===== config.mk =====
export PLATFORM = sky130hd
export DESIGN_NAME = tick_gen
export DESIGN_NICKNAME = d
export VERILOG_FILES = /design/src/rtl/clock_pkg.sv /design/src/rtl/tick_prescaler.sv /design/src/rtl/tick_gen.sv
export SDC_FILE = /design/constraint.sdc
export NUM_CORES = 1
export LEC_CHECK = 0
export BUFFER_PORTS_ARGS = -buffer_cell sky130_fd_sc_hd__buf_2
export CAP_MARGIN = 40
export CORE_MARGIN = 3
export CORE_UTILIZATION = 32
export CTS_CLUSTER_SIZE = 28
export DETAILED_ROUTE_END_ITERATION = 6
export PLACE_DENSITY_LB_ADDON = 0.25
export REMOVE_ABC_BUFFERS = 1
export SETUP_SLACK_MARGIN = 0.4
export SYNTH_ARGS = -nofsm -noshare
export SYNTH_HDL_FRONTEND = slang
export SYNTH_HIERARCHICAL = 1
export SYNTH_SLANG_ARGS = --single-unit

===== constraint.sdc =====
create_clock -name clk -period 4.52 [get_ports clk]
set_input_delay 0.678 -clock clk [delete_from_list [all_inputs] [get_ports clk]]
set_output_delay 0.678 -clock clk [all_outputs]
set_load 0.02 [all_outputs]

===== src/rtl/clock_pkg.sv =====
// ============================================================================
// Module : clock_pkg
// Brief  : Shared constants for the tick_gen timebase (blink modes, default clock).
// Rev    : 1.0
// ============================================================================
`default_nettype none

package clock_pkg;

    localparam int unsigned C_CLK_HZ_DEFAULT = 50_000_000;

    localparam logic [1:0] BLINK_OFF = 2'd0;
    localparam logic [1:0] BLINK_ON  = 2'd1;
    localparam logic [1:0] BLINK_1HZ = 2'd2;
    localparam logic [1:0] BLINK_2HZ = 2'd3;

endpackage

`default_nettype wire


===== src/rtl/tick_prescaler.sv =====
// ============================================================================
// Module : tick_prescaler
// Brief  : Mod-N counter with enable and sync clear; o_wrap flags the terminal count.
// Rev    : 1.0
// ============================================================================
`default_nettype none

module tick_prescaler #(
    parameter int N = 4,
    parameter int W = (N > 1) ? $clog2(N) : 1
) (
    input  logic         clk,
    input  logic         rst_n,
    input  logic         i_en,
    input  logic         i_clr,
    output logic [W-1:0] o_cnt,
    output logic         o_wrap
);

    localparam logic [W-1:0] C_LAST = W'(N - 1);

    logic [W-1:0] r_cnt;
    logic         w_wrap;

    // Clear wins over enable, so no wrap pulse is issued on a clear cycle.
    assign w_wrap = i_en & ~i_clr & (r_cnt == C_LAST);

    always_ff @(posedge clk or negedge rst_n) begin
        if (!rst_n) begin
            r_cnt <= '0;
        end else if (i_clr) begin
            r_cnt <= '0;
        end else if (i_en) begin
            r_cnt <= w_wrap ? '0 : r_cnt + 1'b1;
        end
    end

    assign o_cnt  = r_cnt;
    assign o_wrap = w_wrap;

endmodule

`default_nettype wire


===== src/rtl/tick_gen.sv =====
// ============================================================================
// Module : tick_gen
// Brief  : 1 Hz / sub-second timebase with pause, sync restart and blink output.
// Rev    : 1.0
// ============================================================================
`default_nettype none

module tick_gen
    import clock_pkg::*;
#(
    parameter int CLK_HZ  = C_CLK_HZ_DEFAULT,
    parameter int SUB_DIV = 4
) (
    input  logic                       clk,
    input  logic                       rst_n,
    input  logic                       run,
    input  logic                       clr,
    input  logic [1:0]                 blink_mode,
    output logic                       en1hz,
    output logic                       en_sub,
    output logic [$clog2(SUB_DIV)-1:0] slice,
    output logic                       blink
);

    localparam int SLICE = CLK_HZ / SUB_DIV;
    localparam int CW    = (SLICE > 1) ? $clog2(SLICE) : 1;
    localparam int SW    = $clog2(SUB_DIV);

    localparam logic [CW-1:0] C_SLICE_LAST = CW'(SLICE - 1);
    localparam logic [SW-1:0] C_HALF       = SW'(SUB_DIV / 2);
    localparam logic [SW-1:0] C_QTR        = SW'(SUB_DIV / 4);

    if (SUB_DIV % 4 != 0) begin : g_err_subdiv
        $error("tick_gen: SUB_DIV must be a multiple of 4");
    end
    if (CLK_HZ % SUB_DIV != 0) begin : g_err_div
        $error("tick_gen: CLK_HZ must be divisible by SUB_DIV");
    end
    if (SLICE < 2) begin : g_err_slice
        $error("tick_gen: CLK_HZ/SUB_DIV must be at least 2");
    end

    logic [CW-1:0] w_cyc_cnt;
    logic          w_cyc_wrap;
    logic          w_en_sub;
    logic [SW-1:0] w_slice;
    logic          w_sec_wrap;
    logic          w_blink_d;
    logic          r_blink;

    tick_prescaler #(.N(SLICE), .W(CW)) u_cyc (
        .clk    (clk),
        .rst_n  (rst_n),
        .i_en   (run),
        .i_clr  (clr),
        .o_cnt  (w_cyc_cnt),
        .o_wrap (w_cyc_wrap)
    );

    assign w_en_sub = w_cyc_wrap & (w_cyc_cnt == C_SLICE_LAST);

    tick_prescaler #(.N(SUB_DIV), .W(SW)) u_slice (
        .clk    (clk),
        .rst_n  (rst_n),
        .i_en   (w_en_sub),
        .i_clr  (clr),
        .o_cnt  (w_slice),
        .o_wrap (w_sec_wrap)
    );

    // Blink tracks the held slice even while paused; no phase reset on mode change.
    always_comb begin
        w_blink_d = 1'b0;
        case (blink_mode)
            BLINK_OFF: w_blink_d = 1'b0;
            BLINK_ON:  w_blink_d = 1'b1;
            BLINK_1HZ: w_blink_d = (w_slice < C_HALF);
            BLINK_2HZ: w_blink_d = ((w_slice % C_HALF) < C_QTR);
            default:   w_blink_d = 1'b0;
        endcase
    end

    always_ff @(posedge clk or negedge rst_n) begin
        if (!rst_n) begin
            r_blink <= 1'b0;
        end else begin
            r_blink <= w_blink_d;
        end
    end

    assign en_sub = w_en_sub;
    assign en1hz  = w_sec_wrap;
    assign slice  = w_slice;
    assign blink  = r_blink;

endmodule

`default_nettype wire

# [Yosys cells after proc, flatten, opt, wreduce, memory -nomap -nowiden]
# Cells that the tools add are included.
[totals] elab_cells=28 input_bits=6 regBits=27 output_inout_bits=5
[op_classes] order_cmp=2 muxes=7 addsub=2 eq_ne=5 bitwise_logic=6 reduce_logical=3
[ops] op="24-bit two-way mux" count=3
[ops] op="24-bit by 1-bit adder with 24-bit output (second input constant)" count=1
[ops] op="24-bit == test (second input constant)" count=1
[ops] op="2-bit == test (second input constant)" count=3
[ops] op="2-bit two-way mux" count=3
[ops] op="1-bit AND" count=5
[ops] op="1-bit one-hot mux with 4 select lines" count=1
[ops] op="2-bit nonzero test" count=2
[ops] op="2-bit by 1-bit adder with 2-bit output (second input constant)" count=1
[ops] op="2-bit by 1-bit == test with 1-bit output (second input constant)" count=1
[ops] op="2-bit logical NOT" count=1
[ops] op="2-bit < comparator (second input constant)" count=1
[ops] op="1-bit < comparator (second input constant)" count=1
[ops] op="1-bit NOT" count=1

# [Logic depth before layout (Yosys ltp)]
[depth] depth_word=9 depth_mapped=11 mapped_depth_nobuf=9

# [Cells and area by module]
# Netlist, hierarchy kept.
[modules_own_cells] mod="tick_prescaler at u_cyc" n_inst=1 area_each_um2=1567.8 cells_per_inst=182 seq_area_each_um2=600.6
[modules_own_cells] mod="tick_gen" n_inst=1 area_each_um2=110.1 cells_per_inst=13 seq_area_each_um2=25.0
[modules_own_cells] mod="tick_prescaler at u_slice" n_inst=1 area_each_um2=108.9 cells_per_inst=9 seq_area_each_um2=50.0

# [Worst setup path before layout]
# Ideal clock, no wire load.
[synth_path] kind="reg2out" from="register u_cyc.r_cnt[0], in the netlist u_cyc/o_cnt[0]" to="output port en1hz" setup_slack_ps=1346 required_time_ps=3842 path_buffers=2 path_stages_with_launch=11 arrival_ps=2496 path_cell_list="dfrtp_1 ha_1 and4_1 buf_6 and2_4 buf_6 nand2_1 nor3_1 nand4_1 nor4_2 and3b_1"
[synth_between] elab_chain_cells=5
[synth_rtl] item="from (decl)" line="tick_prescaler.sv:22" source="logic [W-1:0] r_cnt;"
[synth_rtl] item="from (signal assigned)" line="tick_prescaler.sv:34" source="r_cnt <= w_wrap ? '0 : r_cnt + 1'b1;"
[synth_rtl] item="24-bit == test" line="tick_prescaler.sv:26" source="assign w_wrap = i_en & ~i_clr & (r_cnt == C_LAST);"
[synth_rtl] item="1-bit AND" line="tick_prescaler.sv:26"
[synth_rtl] item="net w_cyc_wrap" line="tick_gen.sv:44" source="logic w_cyc_wrap;"
[synth_rtl] item="1-bit AND" line="tick_gen.sv:60" source="assign w_en_sub = w_cyc_wrap & (w_cyc_cnt == C_SLICE_LAST);"
[synth_rtl] item="net en_sub" line="tick_gen.sv:20" source="output logic en_sub,"
[synth_rtl] item="1-bit AND (2 in a row)" line="tick_prescaler.sv:26"
[synth_rtl] item="to (decl)" line="tick_gen.sv:19" source="output logic en1hz,"
# The timed path passes the listed nets, and every way through them passes these cells.

# [Worst setup path after layout]
[layout_path] from="register u_cyc.r_cnt[0], in the netlist u_cyc/o_cnt[0]" to="output port en1hz"
[layout_between] elab_chain_cells=5
[layout_rtl] item="24-bit == test" line="tick_prescaler.sv:26"
[layout_rtl] item="1-bit AND" line="tick_prescaler.sv:26"
[layout_rtl] item="net w_cyc_wrap" line="tick_gen.sv:44"
[layout_rtl] item="1-bit AND" line="tick_gen.sv:60"
[layout_rtl] item="1-bit AND (2 in a row)" line="tick_prescaler.sv:26"
# The timed path passes the listed nets, and every way through them passes these cells.

==> flow_summary.rst <==
.. list-table::
   :header-rows: 1

   * - Metric
     - Value
   * - Number of flops mapped to enable cells by yosys
     - 0
   * - Count of endpoints failing setup in the final report
     - 0
   * - Storage cell area
     - 676 um2
   * - Synthesis-stage register bit count
     - 27
   * - Number of buffers and inverters on the critical path
     - 1
   * - Cell at the root of the clock tree
     - sky130_fd_sc_hd__clkbuf_8
   * - Critical path, cell by cell
     - ha_1, and4_1, and2_4, nand2_1, nor3_1, nand4_1, nor4_2, and3b_1, buf_2
   * - Count of unresolved DRC violations after routing
     - 0
   * - Synth async-reset ratio
     - 100%
   * - Number of antenna violations at the first check in global routing
     - 0
   * - Worst-case reg-to-reg path depth
     - 9
   * - Classification of the worst setup path
     - reg -> out
   * - Number of global-route vias before repair
     - about 1500
   * - Reg clk slew, reported paths
     - around 0.090 ns
   * - Layout Nets
     - around 220
   * - Die Width
     - slightly above 80 um
   * - Maximum net fanout on the critical path
     - 10
   * - TritonCTS clock tree
     - yes
   * - Setup_tns
     - 0 ns
   * - Filler cell count
     - approximately 540
   * - Maximum level of the CTS H-tree
     - 1
   * - Area growth from synthesis to layout
     - 6.44%
   * - Final routed wirelength across all metal layers
     - ~4.4 mm
   * - Endpoints failing hold
     - 0
   * - Pre-antenna DRT Iters
     - 4
   * - Mean cell area of the mapped netlist
     - ~8.8 um2
   * - Number of input and output port buffers inserted
     - 10
   * - Register-to-Register Setup Slack
     - ~1.7 ns
   * - Result of the run
     - finished clean
   * - Floorplan die area
     - around 6500 um2
   * - Total half-perimeter wirelength after legalization and detailed placement
     - about 3.1 mm
   * - Via density per instance
     - ~5.8
   * - Count of boundary I/O pins
     - 11
   * - Kind of cell adding the most delay to the critical path
     - simple AND/OR/NAND/NOR gates
   * - Post-synthesis sequential area ratio
     - roughly 38%
   * - Number of placement rows
     - 26
   * - Vertical extent of the die
     - 80.7 um
   * - Remaining Overflow, GRT
     - 0
   * - Buffer levels on the longest clock path
     - 2
   * - Layout Cell Area excl Fill
     - between 1500 and 2000 um2
   * - Clock buffers created by TritonCTS
     - 3
   * - Critical R2R Launch
     - u_cyc/o_cnt[0]
   * - Setup repair after global routing missed its margin
     - false
   * - Required @ worst endpoint
     - about 3.8 ns
   * - Type of origin of the critical path
     - flop
   * - Post-synthesis cell area
     - 1790 um2
   * - N_diodes
     - 0
   * - Leak Pwr
     - around 0.72 nW
   * - CP max stage delay
     - between 0.4 and 0.5 ns
   * - Average detailed-routed wire length per instance
     - 16.0 um
   * - Number of buffers inserted by hold repair at cts
     - 0
   * - Global placer's final weighted congestion
     - 0.881
   * - Final antenna-violating net count
     - 0
   * - Data arrival time of the worst path
     - 2.90 ns
   * - Post-Route Skew
     - ~0.0023 ns
   * - Resized Gates After CTS
     - 0
   * - Number of synthesis warnings
     - 6
   * - Number of distinct standard cells referenced by the synthesized netlist
     - between 40 and 50
   * - Core Region
     - 5240 um2
   * - Maximum number of pins on one net before global-route repair
     - 31
   * - Combined area of the multi-input logic cells
     - a little over 1000 um2
   * - Pwr per Cell Area
     - 217 nW/um2
   * - Worst slew pin tran
     - 0.589 ns
   * - TritonCTS Sinks
     - 27
   * - Critical-path cell with the highest stage delay
     - sky130_fd_sc_hd__dfrtp_1
   * - Final Max Tran Viols
     - 0
   * - Final min period
     - ~3.6 ns
   * - Kind of end point of the critical path
     - output pin
   * - Drt initial violations
     - between 100 and 150
   * - Post-CTS Setup Bufs
     - 0
   * - Fraction of layout cells with a size suffix above 1
     - roughly 11%
   * - Total via count in the routed design
     - between 1500 and 2000
   * - Final cycle utilization of the critical path
     - about four fifths
   * - Global-route wire length before repair
     - approximately 7.6 mm
   * - Class of the most critical hold timing path
     - in -> async
   * - Mapped Cells
     - ~200
   * - GRT Overall Usage
     - roughly 15%
   * - Worst VDD drop
     - roughly 140 uV
   * - Leading register cell type out of synthesis
     - sky130_fd_sc_hd__dfrtp_1
   * - Slew margin rel.
     - between 60 and 70%
   * - Cell area after placement
     - 1860 um2
   * - Worst skew pair latency
     - roughly 0.27 ns
   * - Fmax achieved
     - between 200 and 300 MHz
   * - Initial cell density of the core
     - between 30 and 40%
   * - Capture instance of the worst register-to-register path
     - u_slice/o_cnt[0]
   * - Max-cap violations
     - 0
[cell type report]
class / count / area share, %
Multi-Input combinational cell: 160 / 53.5
Sequential cell: 27 / 35.5
Tap cell: 70 / 4.61
Timing Repair Buffer: 12 / 3.42
Clock buffer: 4 / 2.37
Inverter: 3 / 0.592
[stage by stage]
step / total power (W) / worst slack (ns) / utilization [%] / hold WS (ns) / instances
after floorplan: 0.000259 / 1.36 / - / 0.382 / 190
after global placement: 0.000278 / 1.38 / 35.3 / 0.526 / 271
after detailed placement: 0.000278 / 1.27 / 35.5 / 0.535 / 272
after CTS: 0.000419 / 0.946 / 36.3 / 0.417 / 276
after global routing: 0.000431 / 0.570 / 36.3 / 0.444 / 276
final: 0.000412 / 0.939 / 36.3 / 0.394 / 276
[cells in the final DEF, fill, tap and decap left out, types with 4 or more instances in the layout]
cell type | Yosys | layout
sky130_fd_sc_hd__and3_1 | 5 | 5
sky130_fd_sc_hd__nand4_1 | 11 | 11
sky130_fd_sc_hd__buf_2 | 2 | 10
sky130_fd_sc_hd__o21ai_0 | 12 | 12
sky130_fd_sc_hd__xor2_1 | 4 | 4
sky130_fd_sc_hd__nand3_1 | 11 | 11
sky130_fd_sc_hd__a21oi_1 | 18 | 18
sky130_fd_sc_hd__nor4_1 | 6 | 6
sky130_fd_sc_hd__nor3_1 | 8 | 8
sky130_fd_sc_hd__nand4b_1 | 5 | 5
sky130_fd_sc_hd__dfrtp_1 | 27 | 27
sky130_fd_sc_hd__and4_1 | 5 | 5
sky130_fd_sc_hd__nor2_1 | 17 | 17
sky130_fd_sc_hd__or3_1 | 4 | 4
sky130_fd_sc_hd__nand2_1 | 14 | 14
sky130_fd_sc_hd__a32o_1 | 4 | 4
[kinds of logic after synthesis]
| group | synth area share, % |
|---|---|
| muxes | 1.12 |
| xor gates and xnor gates | 2.45 |
| AOI/OAI and AO/OA | 15.8 |
| DFF | 37.8 |
| adders and majority gates | 1.40 |
| buffers and inverters | 5.25 |
| and+or+nand+nor | 36.2 |
[registers in the layout (all words and copies together), names as in the netlist]
| signal | flops |
|---|---|
| u_cyc/o_cnt | 24 |
| blink | 1 |
| u_slice/o_cnt | 2 |
[layer usage]
metal  up-vias  GRT usage (%)  wire length (um)
met4         0           6.76                80
met2        31           24.0              2080
met3         7           1.91               147
met5         -              0                 0
met1       775           20.1              2120
li1        776              -                 -
[worst register-to-register path, delay by kind of cell (launching register included)]
family,cells,cell delay (ns)
adder cells (fa/ha/maj),1,0.22
AND/OR/NAND/NOR,7,1.99
AO/OA/AOI/OAI,1,0.12
flip-flops,1,0.46
[Yosys cell counts, types with 2 or more instances]
master | number | share of area, %
sky130_fd_sc_hd__mux2i_1 | 2 | 1.1
sky130_fd_sc_hd__nand3b_1 | 3 | 1.3
sky130_fd_sc_hd__ha_1 | 2 | 1.4
sky130_fd_sc_hd__and4_1 | 5 | 2.5
sky130_fd_sc_hd__buf_4 | 3 | 1.3
sky130_fd_sc_hd__buf_6 | 2 | 1.3
sky130_fd_sc_hd__or3_1 | 4 | 1.4
sky130_fd_sc_hd__o21ai_0 | 12 | 3.4
sky130_fd_sc_hd__dfrtp_1 | 27 | 38
sky130_fd_sc_hd__nor3_1 | 8 | 2.2
sky130_fd_sc_hd__inv_1 | 3 | 0.63
sky130_fd_sc_hd__nor2b_1 | 2 | 0.70
sky130_fd_sc_hd__nand4b_1 | 5 | 2.5
sky130_fd_sc_hd__clkbuf_1 | 5 | 1.1
sky130_fd_sc_hd__nand2_1 | 14 | 2.9
sky130_fd_sc_hd__a32o_1 | 4 | 2.2
sky130_fd_sc_hd__buf_2 | 2 | 0.56
sky130_fd_sc_hd__nor2_1 | 17 | 3.6
sky130_fd_sc_hd__nor4_1 | 6 | 2.1
sky130_fd_sc_hd__nor4bb_1 | 2 | 1.1
sky130_fd_sc_hd__and2_4 | 2 | 0.98
sky130_fd_sc_hd__a32oi_1 | 2 | 0.98
sky130_fd_sc_hd__nand3_1 | 11 | 3.1
sky130_fd_sc_hd__a21oi_1 | 18 | 5.0
sky130_fd_sc_hd__xor2_1 | 4 | 2.0
sky130_fd_sc_hd__o2bb2ai_1 | 2 | 0.98
sky130_fd_sc_hd__nand4_1 | 11 | 3.9
sky130_fd_sc_hd__and3_1 | 5 | 1.8
[worst max path at each step]
stage,start,endpoint,cells past startpoint
3_3_place_gp,u_cyc/o_cnt[0],en1hz,9
5_1_grt,u_cyc/o_cnt[5],en1hz,8
4_1_cts,u_cyc/o_cnt[5],en1hz,8
3_5_place_dp,u_cyc/o_cnt[5],en1hz,8
2_1_floorplan,u_cyc/o_cnt[0],en1hz,8
6_report,u_cyc/o_cnt[0],en1hz,9
[where the power goes]
| part | switching, W | internal, W | total [W] |
|---|---|---|---|
| Combinational | 0.0000204 | 0.00000640 | 0.0000268 |
| Clock | 0.0000762 | 0.0000633 | 0.000140 |
| Sequential | 0.00000276 | 0.000243 | 0.000246 |
| Total | 0.0000994 | 0.000313 | 0.000412 |
(Power assumes the default switching activity.)
